### src/rtl/bcd_pkg.sv
// Shared types and constants for the BCD pipeline stages.
package bcd_pkg;

   typedef logic [3:0] bcd_digit_t;

   localparam bcd_digit_t BCD_MAX = 4'd9;

   typedef enum logic [1:0] {
      EMPTY = 2'd0,
      HALF  = 2'd1,
      FULL  = 2'd2
   } assembler_state_t;

endpackage

### src/rtl/bcd_digit_check.sv
// Combinational legality check for one BCD digit; shared by the BCD stages.
module bcd_digit_check
   import bcd_pkg::*;
(
   input  bcd_digit_t DigitIn,
   output logic       IsBcd
);

   assign IsBcd = (DigitIn <= BCD_MAX);

endmodule

### src/rtl/bcd_pair_assembler.sv
// Collects two BCD digits over a valid/ready handshake and presents them as a held pair.
//
//   state | meaning
//   EMPTY | waiting for the first digit of a pair
//   HALF  | first digit held in first_q, waiting for the second
//   FULL  | pair presented on YT/YO, waiting for PairAck
module bcd_pair_assembler
   import bcd_pkg::*;
#(
   parameter bit TENS_FIRST = 1'b1
) (
   input  logic       Clock,
   input  logic       Reset_N,
   input  logic       Clear,
   input  logic [3:0] DigitIn,
   input  logic       DigitValid,
   output logic       DigitReady,
   output logic [3:0] YT,
   output logic [3:0] YO,
   output logic       PairValid,
   input  logic       PairAck,
   output logic       Error
);

   assembler_state_t state_q, state_d;
   bcd_digit_t       first_q, first_d;
   bcd_digit_t       yt_q, yt_d;
   bcd_digit_t       yo_q, yo_d;
   logic             pair_valid_q, pair_valid_d;
   logic             error_q, error_d;

   logic             digit_ready;
   logic             accept;
   logic             is_bcd;

   bcd_digit_check u_digit_check (
      .DigitIn (DigitIn),
      .IsBcd   (is_bcd)
   );

   always_comb begin
      state_d      = state_q;
      first_d      = first_q;
      yt_d         = yt_q;
      yo_d         = yo_q;
      pair_valid_d = pair_valid_q;
      error_d      = error_q;

      digit_ready  = (state_q != FULL) && !Clear;
      accept       = DigitValid && digit_ready;

      if (Clear) begin
         state_d      = EMPTY;
         first_d      = '0;
         yt_d         = '0;
         yo_d         = '0;
         pair_valid_d = 1'b0;
         error_d      = 1'b0;
      end else begin
         case (state_q)
            EMPTY: begin
               if (accept) begin
                  if (is_bcd) begin
                     first_d = DigitIn;
                     state_d = HALF;
                  end else begin
                     error_d = 1'b1;
                  end
               end
            end
            HALF: begin
               if (accept) begin
                  if (is_bcd) begin
                     if (TENS_FIRST) begin
                        yt_d = first_q;
                        yo_d = DigitIn;
                     end else begin
                        yt_d = DigitIn;
                        yo_d = first_q;
                     end
                     pair_valid_d = 1'b1;
                     state_d      = FULL;
                  end else begin
                     // an illegal second digit abandons the whole pair
                     error_d = 1'b1;
                     first_d = '0;
                     state_d = EMPTY;
                  end
               end
            end
            FULL: begin
               if (PairAck) begin
                  pair_valid_d = 1'b0;
                  state_d      = EMPTY;
               end
            end
            default: begin
               state_d      = EMPTY;
               pair_valid_d = 1'b0;
            end
         endcase
      end
   end

   always_ff @(posedge Clock or negedge Reset_N) begin
      if (!Reset_N) begin
         state_q      <= EMPTY;
         first_q      <= '0;
         yt_q         <= '0;
         yo_q         <= '0;
         pair_valid_q <= 1'b0;
         error_q      <= 1'b0;
      end else begin
         state_q      <= state_d;
         first_q      <= first_d;
         yt_q         <= yt_d;
         yo_q         <= yo_d;
         pair_valid_q <= pair_valid_d;
         error_q      <= error_d;
      end
   end

   assign DigitReady = digit_ready;
   assign YT         = yt_q;
   assign YO         = yo_q;
   assign PairValid  = pair_valid_q;
   assign Error      = error_q;

endmodule
### config.mk
export PLATFORM = sky130hd
export DESIGN_NAME = bcd_pair_assembler
export DESIGN_NICKNAME = d
export VERILOG_FILES = /design/src/rtl/bcd_pkg.sv /design/src/rtl/bcd_digit_check.sv /design/src/rtl/bcd_pair_assembler.sv
export SDC_FILE = /design/constraint.sdc
export NUM_CORES = 1
export LEC_CHECK = 0
export BUFFER_PORTS_ARGS = -buffer_cell sky130_fd_sc_hd__buf_2
export CAP_MARGIN = 10
export CORE_MARGIN = 1.5
export CORE_UTILIZATION = 40
export DETAILED_ROUTE_END_ITERATION = 7
export PLACE_DENSITY = 0.75
export SYNTH_ARGS = -nofsm -noshare
export SYNTH_HDL_FRONTEND = slang
export SYNTH_SLANG_ARGS = --single-unit
### constraint.sdc
create_clock -name Clock -period 1 [get_ports Clock]
set_input_delay 0.1 -clock Clock [delete_from_list [all_inputs] [get_ports Clock]]
set_output_delay 0.1 -clock Clock [all_outputs]
set_load 0.01 [all_outputs]
# Yosys cells after proc, flatten, opt, wreduce, memory -nomap -nowiden
# Cells that the tools add are included.
[word_totals] mem_count=0 latch_bits=0 elab_cells=61 register_bits=16 input_bits=9 rom_bits=0 ram_bits=0 output_inout_bits=11
[op_classes] reduce_logical=15 n_mux=28 n_lt_le_gt_ge=1 div=0 shifts=0 bitwise_logic=0 multipliers=0 addsub=0 n_eq_ne=11
[ops] op="2-to-1 mux 4 bit" count=11
[ops] op="inequality test 3 bit (second input constant)" count=6
[ops] op="2-to-1 mux 2 bit" count=6
[ops] op="2-to-1 mux 1 bit" count=8
[ops] op="case mux 4 bit (2 select lines)" count=1
[ops] op="AND reduction 4 bit" count=2
[ops] op="nonzero test 2 bit" count=4
[ops] op="inequality test 2 bit (second input constant)" count=3
[ops] op="case mux 2 bit (3 select lines)" count=1
[ops] op="AND reduction 3 bit" count=2
[ops] op="AND reduction 5 bit" count=1
[ops] op="<= comparator 4 bit (second input constant)" count=1
[ops] op="case mux 1 bit (3 select lines)" count=1
[ops] op="nonzero test 3 bit" count=1
[ops] op="== test 2 x 1 -> 1 bit (second input constant)" count=1
[ops] op="== test 2 bit (second input constant)" count=1
[ops] op="logical AND 1 bit" count=2
[ops] op="zero test 2 bit" count=1
[ops] op="OR reduction 2 bit" count=1
[ops] op="zero test 1 bit" count=1

# Depth between registers and ports, before layout
[logic_depth] word_depth=6 depth_mapped=4 depth_no_buf=3

# Modules after synthesis
# From an unflattened synthesis, not the netlist that was laid out.
[hier_totals] hier_cells=79 hier_area_um2=775.7
[modules_own_cells] module="bcd_pair_assembler" seq_area_each_um2=400.4 cells_each=78 area_each_um2=770.7 n_inst=1
[modules_own_cells] module="bcd_digit_check" seq_area_each_um2=0.0 cells_each=1 area_each_um2=5.0 n_inst=1

# Least setup slack after synthesis
# No wires, ideal clock.
[synth_timing] path_type="register to register" startpoint="register state_q[1]" endpoint="register yt_q[0], in the netlist YT[0]" setup_ps=133 arrival_ps=966 period_less_slack_ps=1099 stages_incl_launch_ff=5 slack_ps=-99 cell_sequence="dfrtp_1 clkbuf_2 nand3b_1 o21ai_0 a21oi_1"
[synth_via] elab_chain_cells=5
[synth_rtl] item="start, declared" line_no="bcd_pair_assembler.sv:25" rtl="assembler_state_t state_q, state_d;"
[synth_rtl] item="start signal, assigned" line_no="bcd_pair_assembler.sv:114" rtl="state_q <= state_d;"
[synth_rtl] item="inequality test 2 bit" line_no="bcd_pair_assembler.sv:49" rtl="digit_ready = (state_q != FULL) && !Clear;"
[synth_rtl] item="logical AND 1 bit" line_no="bcd_pair_assembler.sv:49"
[synth_rtl] item="logical AND 1 bit" line_no="bcd_pair_assembler.sv:50" rtl="accept = DigitValid && digit_ready;"
[synth_rtl] item="nonzero test 2 bit (no source line)"
[synth_rtl] item="AND reduction 3 bit (no source line) *"
[synth_rtl] item="end signal, assigned" line_no="bcd_pair_assembler.sv:116" rtl="yt_q <= yt_d;"
[synth_rtl] item="end, declared" line_no="bcd_pair_assembler.sv:27" rtl="bcd_digit_t yt_q, yt_d;"
# Mark *: on every way between the ends. The rest lies on a longest branch, timed or not.
# A chain may end at the register's enable or synchronous reset.

# Final worst setup path
[layout_timing] startpoint="register state_q[1]" endpoint="register first_q[1]"
[layout_via] elab_chain_cells=5
[layout_rtl] item="inequality test 2 bit" line_no="bcd_pair_assembler.sv:49"
[layout_rtl] item="logical AND 1 bit" line_no="bcd_pair_assembler.sv:49"
[layout_rtl] item="logical AND 1 bit" line_no="bcd_pair_assembler.sv:50"
[layout_rtl] item="inequality test 3 bit (no source line)"
[layout_rtl] item="AND reduction 5 bit (no source line)"
[layout_rtl] item="end signal, assigned" line_no="bcd_pair_assembler.sv:115" rtl="first_q <= first_d;"
[layout_rtl] item="end, declared" line_no="bcd_pair_assembler.sv:26" rtl="bcd_digit_t first_q, first_d;"
# Several ways; a longest one is shown, not always the timed one.

==> summary.md <==
| Metric | Value |
|---|---|
| Critical Path Slowest Stage Cell | dfrtp_2 |
| Die ar. | 2389 um2 |
| Row count | 16 |
| Worst IR drop on VDD | 902.0 uV |
| Pwr Density | roughly 1200 nW/um2 |
| Hold WC Path Type | in -> reg |
| Max Root-Sink Buffers | 2 |
| Cell Area, Synth | ~840 um2 |
| Syn Nets | 96 |
| Post-Layout Cell Count | 146 |
| Slowest stage delay, CP | about 450 ps |
| Inserted Clock Buffers | 3 |
| WL final | 1942 um |
| Worst-margin pin slew | roughly 360 ps |
| Max-slew headroom | 76.04% |
| LEAKAGE | roughly 0.00052 uW |
| Register area share after synthesis | around 48% |
| Synth Register Bits | 16 |
| Hpwl dp | ~1400 um |
| WP data required | between 1000 and 1500 ps |
| CTS tree | built |
| First-pass GRT wire length | around 3400 um |
| Final setup fails | 16 |
| Core footprint | 1982 um2 |
| Layout cells sized above 1 | about 48% |
| R2R depth | 5 |
| Min cycle time layout | approximately 1200 ps |
| Clock Sinks | 16 |
| # Max-Cap Violations | 0 |
| Final core occ | 57.64% |
| Cell depth of the worst hold path | 3 |
| Vias post-DR | ~760 |
| Vias in the first global route | ~720 |
| Outcome | complete, but fails checks |
| Global Route Usage Sum | roughly 18% |
| Startpoint types | flop |
| Min-delay src | DigitIn[0] |
| Routability cong. | between 0.8 and 0.9 |
| Post-synthesis instance total | 87 |
| CP Max Fanout | 5 |
| DP Cell Count | about 140 |
| Initial antenna violation count | 0 |
| Post-Syn Area per Cell | a little under 10 um2 |
| Layout fillers | about 170 |
| Critical path class | reg -> reg |
| 1st-pass router iterations | 4 |
| Area grow syn2layout | 35.66% |
| Post-DRT Antenna Nets | 0 |
| FMAX | a little over 800 MHz |
| Critical Path, Cell by Cell | buf_6, buf_6, nand2b_4, a21oi_4, o32ai_2 |
| RR Startpoint | state_q[1] |
| Pins over their slew limit | 0 |
| RSZ-0062 raised after global routing | true |
| Initial core utilization | between 40% and 50% |
| Netlist cell types | 27 |
| Largest net degree at the start of global routing | 17 |
| Fin Clk Skew | 9.688 ps |
| Ant diodes | 0 |
| Endpoint, Worst Hold | YO[0] |
| Worst-path clk slew | 100 ps |
| Clk_lat worst skew | between 200 and 300 ps |
| Die Y | 48.88 um |
| Setup crit end kind | flop |
| Nets | between 100 and 150 |
| Top Ports | 20 |
| Setup TNS | -2745 ps |
| Total congestion overflow | 0 |
| Final hold vios | 0 |
| Ys Warns | 0 |
| R2r endpoint | first_q[1] |
| DR WL/cell | 13.30 um |
| Crit path arrival time | 1380 ps |
| Period utilization | 121.9% |
| Final Power | around 1400 uW |
| H-tree levels | 1 |
| Number of remaining DRC errors | 0 |
| R2r setup slk | -220 ps |
| DRT iter0 DRCs | 13 |
| Setup WS post-layout | -218.7 ps |
| Die width | between 40 and 50 um |
| Failing checks | setup timing |
| Number of buffers added on ports | 19 |
| Vias per cell | around 5.2 |
| Most Frequent Cell on Critical Path | buf_6 |
| Root Driver | clkbuf_4 |
worst max path at each step:
| stage | from | to | slack [ps] | cells after the start |
|---|---|---|---|---|
| 2_1_floorplan | state_q[1] | YT[0] | -100 | 4 |
| 3_3_place_gp | state_q[0] | first_q[1] | -140 | 3 |
| 3_5_place_dp | state_q[1] | YT[2] | -180 | 3 |
| 4_1_cts | state_q[1] | first_q[2] | -210 | 5 |
| 5_1_grt | state_q[1] | YT[1] | -300 | 3 |
| 6_report | state_q[1] | first_q[1] | -220 | 5 |
cells in the final DEF, fill, tap and decap left out, types with 2 or more instances in the layout:
cell / Yosys / routed
clkbuf_4: 0 / 3
buf_4: 1 / 12
buf_6: 2 / 3
nor2_1: 2 / 2
dfrtp_2: 0 / 2
nand3_1: 8 / 8
o21ai_1: 0 / 8
and4bb_2: 3 / 3
o32ai_2: 0 / 2
a21oi_2: 1 / 3
dfrtp_1: 16 / 14
nand2b_1: 3 / 2
nand3b_1: 2 / 2
buf_2: 2 / 19
inv_1: 4 / 4
nand2_1: 4 / 3
a21oi_1: 15 / 12
cells by family after synthesis:
| family | count (synthesis) | synth area share [%] |
|---|---|---|
| AO/OA/AOI/OAI | 34 | 24.67 |
| AND/OR/NAND/NOR | 25 | 18.43 |
| multiplexers | 1 | 1.783 |
| buffers and inverters | 11 | 7.577 |
| flip-flops | 16 | 47.55 |
cells in the mapped netlist (all sizes together):
| library cell | instances | area, um2 |
|---|---|---|
| mux2 | 1 | 15.01 |
| and4bb | 3 | 37.54 |
| or2 | 1 | 6.260 |
| clkbuf | 2 | 8.750 |
| nand3b | 2 | 15.01 |
| a211oi | 1 | 7.510 |
| o21ai | 10 | 53.80 |
| a21oi | 16 | 83.83 |
| nor2 | 2 | 7.510 |
| o21a | 1 | 7.510 |
| nor2b | 1 | 6.260 |
| a31oi | 1 | 6.260 |
| o32ai | 3 | 26.28 |
| and3b | 1 | 8.760 |
| a22oi | 1 | 12.51 |
| nand2b | 3 | 18.77 |
| o211a | 1 | 10.01 |
| nand2 | 4 | 15.01 |
| buf | 5 | 40.04 |
| nand3 | 8 | 40.04 |
| inv | 4 | 15.01 |
| dfrtp | 16 | 400.4 |
per-layer routing:
metal / GRT usage (%) / vias up / wire length, um
met3: 2.761 / 4 / 45
met2: 30.37 / 11 / 949
li1: - / 377 / -
met4: 7.143 / 0 / 31
met5: 0 / - / 0
met1: 23.91 / 364 / 916
worst max-delay path: cells and delay by family, from the launching register on:
kind                   cells  cell delay [ps]
buffers and inverters      2              240
flip-flops                 1              450
AND/OR/NAND/NOR            1              140
AO/OA/AOI/OAI              2              250
layout make-up:
type | instances | area, um2 | area share (%)
Tap cell | 27 | 33.78 | 2.957
Timing Repair Buffer | 35 | 229.0 | 20.04
Inverter | 4 | 15.01 | 1.314
Sequential cell | 16 | 402.9 | 35.27
Clock buffer | 4 | 36.28 | 3.176
Multi-Input combinational cell | 60 | 425.4 | 37.24
state kept, by name, indices dropped and copies added, names as in the netlist:
| register | count |
|---|---|
| YO | 4 |
| YT | 4 |
| first_q | 4 |
| state_q | 2 |
| Error | 1 |
| PairValid | 1 |
report_power, final:
group / switching (uW) / total, uW / internal (uW)
clock: 203 / 424 / 222
sequential: 21.4 / 691 / 670
combinational: 133 / 249 / 116
per-stage QoR:
| step | hold slack (ps) | setup WS, ps | cell area [um2] |
|---|---|---|---|
| after floorplan | -195.6 | -96.51 | 868.3 |
| after global placement | 24.77 | -136.3 | 1031 |
| after detailed placement | 31.72 | -184.7 | 1031 |
| after CTS | 69.03 | -214.8 | 1129 |
| after global routing | 72.66 | -297.8 | 1142 |
| final | 66.75 | -218.7 | 1142 |
what timing repair did:
item,in CTS,in global routing
endpoints found under the hold margin,16,0
setup endpoints to repair,16,17
gates resized for setup,12,9
pin swaps,4,6
hold buffers,1,0
setup buffers,1,1
(Power assumes the default switching activity.)
